`src/rtl/seq_bin2bcd.sv`:
```
// rtl/seq_bin2bcd.sv - iterative double-dabble binary to packed BCD converter
module seq_bin2bcd #(
   parameter int BIN_W  = 16,
   parameter int DIGITS = 5
) (
   input  logic                  clk_i,
   input  logic                  rst_ni,
   input  logic                  start_i,
   input  logic [BIN_W-1:0]      bin_i,
   output logic                  busy_o,
   output logic                  done_o,
   output logic                  valid_o,
   output logic [4*DIGITS-1:0]   bcd_o,
   output logic [DIGITS-1:0]     blank_o
);

   function automatic longint unsigned pow10(input int n);
      longint unsigned p;
      p = 1;
      for (int i = 0; i < n; i++) p = p * 10;
      return p;
   endfunction

   localparam int              SCR_W = 4 * DIGITS;
   localparam int              CNT_W = $clog2(BIN_W);
   localparam longint unsigned MAX_V = (64'd1 << BIN_W) - 64'd1;
   localparam logic [CNT_W-1:0] LAST = CNT_W'(BIN_W - 1);
   localparam logic [DIGITS-1:0] BLANK_RST = {{(DIGITS-1){1'b1}}, 1'b0};

   if (BIN_W < 4 || BIN_W > 32) begin : g_bad_bin_w
      $fatal(1, "seq_bin2bcd: BIN_W must be within 4..32");
   end
   if (pow10(DIGITS) <= MAX_V) begin : g_bad_digits
      $fatal(1, "seq_bin2bcd: DIGITS too small for BIN_W");
   end

   typedef enum logic {IDLE, SHIFT} state_t;

   state_t            state_q, state_d;
   logic [CNT_W-1:0]  cnt_q;
   logic [BIN_W-1:0]  shreg_q;
   logic [SCR_W-1:0]  scr_q;
   logic [SCR_W-1:0]  corr;
   logic [SCR_W-1:0]  scr_nxt;
   logic [DIGITS-1:0] blank_nxt;
   logic              last_iter;

   assign last_iter = (state_q == SHIFT) && (cnt_q == LAST);

   always_ff @(posedge clk_i or negedge rst_ni) begin
      if (!rst_ni) state_q <= IDLE;
      else         state_q <= state_d;
   end

   always_comb begin
      state_d = state_q;
      case (state_q)
         IDLE:    if (start_i)   state_d = SHIFT;
         SHIFT:   if (last_iter) state_d = IDLE;
         default: state_d = IDLE;
      endcase
   end

   always_comb begin
      busy_o = (state_q == SHIFT);
   end

   // Add-3 correction per digit precedes the shift; digits never carry into each other.
   always_comb begin
      corr = scr_q;
      for (int n = 0; n < DIGITS; n++) begin
         if (scr_q[4*n +: 4] >= 4'd5) corr[4*n +: 4] = scr_q[4*n +: 4] + 4'd3;
      end
      scr_nxt = (corr << 1) | {{(SCR_W-1){1'b0}}, shreg_q[BIN_W-1]};
   end

   always_comb begin
      logic zero_run;
      zero_run  = 1'b1;
      blank_nxt = '0;
      for (int n = DIGITS - 1; n >= 1; n--) begin
         zero_run     = zero_run & (scr_nxt[4*n +: 4] == 4'd0);
         blank_nxt[n] = zero_run;
      end
   end

   always_ff @(posedge clk_i or negedge rst_ni) begin
      if (!rst_ni) begin
         cnt_q   <= '0;
         shreg_q <= '0;
         scr_q   <= '0;
         done_o  <= 1'b0;
         valid_o <= 1'b0;
         bcd_o   <= '0;
         blank_o <= BLANK_RST;
      end else begin
         done_o <= last_iter;
         if (state_q == IDLE) begin
            if (start_i) begin
               shreg_q <= bin_i;
               scr_q   <= '0;
               cnt_q   <= '0;
            end
         end else begin
            shreg_q <= shreg_q << 1;
            scr_q   <= scr_nxt;
            cnt_q   <= cnt_q + 1'b1;
         end
         // Visible outputs move only on the final iteration.
         if (last_iter) begin
            bcd_o   <= scr_nxt;
            blank_o <= blank_nxt;
            valid_o <= 1'b1;
         end
      end
   end

endmodule
```
`config.mk`:
```
export PLATFORM = sky130hd
export DESIGN_NAME = seq_bin2bcd
export DESIGN_NICKNAME = d
export VERILOG_FILES = /design/src/rtl/seq_bin2bcd.sv
export SDC_FILE = /design/constraint.sdc
export NUM_CORES = 1
export LEC_CHECK = 0
export CORE_MARGIN = 8
export CORE_UTILIZATION = 58
export DETAILED_ROUTE_END_ITERATION = 12
export PLACE_DENSITY = 0.9
export SLEW_MARGIN = 10
export SYNTH_ARGS = -nofsm -noshare
export SYNTH_HDL_FRONTEND = slang
export SYNTH_SLANG_ARGS = --single-unit
export TNS_END_PERCENT = 50
```
`constraint.sdc`:
```
create_clock -name clk_i -period 3.7 [get_ports clk_i]
set_input_delay 1.11 -clock clk_i [delete_from_list [all_inputs] [get_ports clk_i]]
set_output_delay 1.11 -clock clk_i [all_outputs]
set_load 0.02 [all_outputs]
```
-- Yosys cells after proc, flatten, opt, wreduce, memory -nomap -nowiden
Index checks and enable logic that the tools add are counted.
Widths: inputs -> output; s select.
- output and inout port bits: 28
- bits in registers: 67
- bitwise gates (word level): 5
- $lt $le $gt $ge: 5
- eq/ne operators: 1
- add/sub/neg operators: 6
- muxes and demuxes: 14
- reduce and logical (&&, ||, !) cells: 6
- operators by type and width (operator ; number):
    $mux 20 ; 2
    $mux 16 ; 2
    $mux 4 ; 6
    $ge 4x3->1 const B ; 5
    $or 20x1->20 ; 1
    $add 4x2->4 const B ; 4
    $logic_not 4->1 ; 4
    $add 4x1->4 const B ; 1
    $eq 4x4->1 const B ; 1
    $add 3x2->3 const B ; 1
    $and 1x1->1 ; 3
    $mux 3 ; 1
    $mux 1 ; 2
    $pmux 1 s2 ; 1
    $reduce_bool 2->1 ; 1
    $logic_and 1x1->1 ; 1
    $not 1->1 ; 1

-- Logic depth before layout (Yosys ltp)
- depth in word-level cells: 7
- depth in mapped cells: 7
- gate-level depth less buffers: 7

-- Worst setup path after synthesis
No wires, ideal clock.
- kind: input port to flip-flop
- start point: in start_i
- end point: reg shreg_q[0]
- slack: 1.717 ns
- data required time: 3.569 ns
- arrival time: 1.852 ns
- cell stages on the path: 4
- library setup time: 0.131 ns
- buffers on the path: 2
- cells stage by stage: clkbuf_1 clkbuf_1 mux2i_1 nor2_1
- longest elaborated chain between the ends: 1
- ends and longest elaborated chain (what ; line ; RTL):
    start, declared ; 8 ; input logic start_i,
    $reduce_bool 2->1 (no line) ; - ;
    end signal, assigned ; 100 ; shreg_q <= bin_i;
    end signal, assigned ; 105 ; shreg_q <= shreg_q << 1;
    end, declared ; 41 ; logic [BIN_W-1:0] shreg_q;
No other way between the ends.
A chain may end at the register's enable or synchronous reset.

-- Worst setup path in the final report
- start point: reg state_q, in the netlist busy_o
- end point: out busy_o
- RTL lines (what ; line ; RTL):
    start, declared ; 39 ; state_t state_q, state_d;
    start signal, assigned ; 52 ; else state_q <= state_d;
    end, declared ; 10 ; output logic busy_o,
No word-level cell between the ends.

==> results.py <==
metrics = {
    "placement": {
        "placed_cell_area_um2": 3787,
        "pre_cts_slack_ps": 1053,
        "dpl.cell_count": 428,
        "dp.final_hpwl_um": 4650,
        "gp_congestion": 0.8611,
        "port_buffers": 45,
    },
    "cells_and_area": {
        "finalNonFillerCells": 444,
        "num_antenna_cells": 0,
        "fillerInstances": 403,
        "drive_above_1_share": 0.08602,
        "layout.nets": 397,
        "seq_area_um2": 1683,
        "final_area_um2": 3981,
        "multi_input_area_um2": 1485,
        "area_growth_syn_to_layout_pct": 21.59,
    },
    "power": {
        "power.internal_mw": 2.098,
        "power_leakage_nw": 1.861,
        "clockPowerShare": 0.172,
        "ir_drop_mv": 0.4306,
        "switching_share": 0.4058,
        "power.density_nw_per_um2": 886.8,
        "p_sw_mw": 1.433,
        "comb_power_share": 0.454,
        "power_frac_seq": 0.374,
    },
    "die": {
        "row_count": 27,
        "core_um2": 5473,
        "dieArea_um2": 8306,
        "num_io_pins": 47,
        "die_h_um": 91.14,
        "die_w_um": 91.14,
        "start_util": 0.5983,
    },
    "grt": {
        "grt_max_degree": 48,
        "grt_pass1_vias": 2375,
        "grt_overflow": 0,
        "grt.total_usage": 0.1697,
        "grt_first_pass_wirelength_um": 11500,
        "antenna_found_initial": 0,
    },
    "clock_tree": {
        "postCtsSetupBuffers": 0,
        "cts.sinks": 67,
        "cts_hold_buf": 0,
        "clk_latency_ps": 350,
        "tritoncts": "done",
        "ctsHtreeMaxLevel": 3,
        "post_cts_resized": 0,
        "root_buffer": "clkbuf_8",
        "clock_path_buffers": 2,
        "cts-buffers-inserted": 9,
        "clk_pin_slew_ps": 70,
    },
    "critical_path": {
        "endpoint_kind": "output port",
        "r2r_end": "blank_o[1]",
        "required_ps": 2590,
        "path_delay_family": "buffers and inverters",
        "worst-r2r-setup-slack_ps": 1360,
        "path_cells": "clkdlybuf4s50_1",
        "worst-path-buf-inv": 1,
        "reg2reg_from": "busy_o",
        "cp-start-kind": "flip-flop",
        "reg2reg_depth": 6,
        "crit_path_top_delay_cell": "clkdlybuf4s50_1",
        "critPathArrivalTime_ps": 1700,
        "critPathKind": "reg2out",
        "cp_slowest_stage_delay_ps": 700,
        "critical_path_peak_fanout": 22,
    },
    "sta": {
        "rsz0062_at_grt": "no",
        "fin_crit_sh": 0.7598,
        "max_slew_margin": 0.4834,
        "drv_slew": 0,
        "worst_pin_slew_ps": 774.9,
        "finalHoldViolCount": 0,
        "final.setup.tns_ps": 0,
        "finalClockSkew_ps": 8.614,
        "min_period_ps": 2811,
        "layout_setup_ws_ps": 888.9,
        "clock.fmax_mhz": 355.7,
        "final-setup-viol-count": 0,
    },
    "run_status": {
        "outcome": "completed",
    },
    "route": {
        "vias": 2455,
        "dr.first_iter.drc_count": 149,
        "via_per_inst": 5.529,
        "drc": 0,
        "drtPass1Iterations": 4,
        "routed_wl_um": 6761,
        "wl_per_cell_um": 15.23,
        "ant_nets": 0,
    },
    "synth": {
        "syn_area_um2": 3274,
        "synth_area_leader_cell": "dfrtp_1",
        "netlist_instances": 323,
        "synth_cell_type_count": 36,
        "yosysMostFrequentCell": "dfrtp_1",
        "syn-num-nets": 353,
        "synthFlopType": "dfrtp_1",
        "synth_edf_count": 0,
        "synth_commonest_cells": "dfrtp_1 (63), nand2_1 (61), o21ai_0 (39)",
        "synth_top_cell_area_share": 0.4815,
        "syn_area_per_cell_um2": 10.14,
        "yosysSeqAreaShare": 0.5136,
        "ys_async_sr_fraction": 1.000,
        "yosys-top-cells-area": "dfrtp_1 (48%), mux2i_1 (9.2%), nand2_1 (7.0%)",
        "ys_ff_latch": 67,
        "yosysWarnings": 0,
    },
    "hold_path": {
        "min_from": "valid_o",
        "hold_path_depth": 1,
        "min_to": "valid_o",
        "hp-class": "reg2reg",
    },
    "run": {
        "maxCapViolCount": 0,
    },
}
-- registers in the layout, summed over array words and instances, names as in the netlist --
signal and count:
bcd_o 20, blank_o 4, busy_o 1, cnt_q 4, done_o 1, scr_q 20, shreg_q 16, valid_o 1
-- power groups by stage --
stage | clock (mW) | sequential [mW] | combinational (mW)
after floorplan | 0 | 1.39 | 0.994
after global placement | 0 | 1.30 | 1.52
after detailed placement | 0 | 1.32 | 1.60
after CTS | 0.615 | 1.31 | 1.62
after global routing | 0.642 | 1.36 | 1.78
final | 0.609 | 1.32 | 1.60
-- worst max-delay path by stage --
stage	start	endpoint	slack [ps]	cells after the start
floorplan	start_i	shreg_q[0]	1720	4
global placement	start_i	scr_q[7]	1080	5
detailed placement	start_i	scr_q[7]	1050	5
CTS	busy_o	busy_o	880	1
global route	busy_o	busy_o	830	1
finish	busy_o	busy_o	890	1
-- cells by family after synthesis --
group | Yosys count | synth area share
flops | 67 | 0.5136
buf+inv | 27 | 0.03286
fa+ha+maj | 11 | 0.04203
simple gates | 106 | 0.1548
xor+xnor | 7 | 0.01872
compound gates | 72 | 0.1383
mux | 32 | 0.09859
other cells | 1 | 0.001145
-- metal layers --
metal  GRT usage  routed length, µm  vias to the layer above
li1            -                  -                     1201
met1      0.2136               2978                     1176
met2      0.2606               3180                       73
met3     0.06420                540                        5
met4     0.06139                 62                        0
met5           0                  0                        -
-- layout by cell type (no fill, tap or decap), drive strengths merged, types with 4 or more instances in the layout --
cell type	synthesis	final
a21o	4	4
a21oi	11	11
buf	5	5
clkbuf	11	11
clkdlybuf4s50	0	44
dfrtp	63	63
dfstp	4	4
ha	11	11
inv	11	11
mux2i	30	30
nand2	61	61
nand2b	20	20
nor2	5	5
nor3b	9	9
o21ai	39	39
o31ai	8	8
xnor2	6	6
-- layout make-up --
cell class | count | area share
Clock buffer | 11 | 0.03551
Clock inverter | 5 | 0.01320
Inverter | 11 | 0.01037
Multi-Input combinational cell | 229 | 0.3730
Sequential cell | 67 | 0.4227
Tap cell | 72 | 0.02263
Timing Repair Buffer | 49 | 0.1226
-- metrics by stage --
| step | hold WS (ps) | power, mW | util |
|---|---|---|---|
| after global routing | 501.2 | 3.782 | 0.7275 |
| after global placement | 449.5 | 2.821 | 0.6920 |
| after detailed placement | 452.8 | 2.923 | 0.6920 |
| final | 467.8 | 3.531 | 0.7275 |
| after CTS | 472.1 | 3.545 | 0.7275 |
| after floorplan | 452.3 | 2.379 | - |
Power figures use the tool's default switching activity.
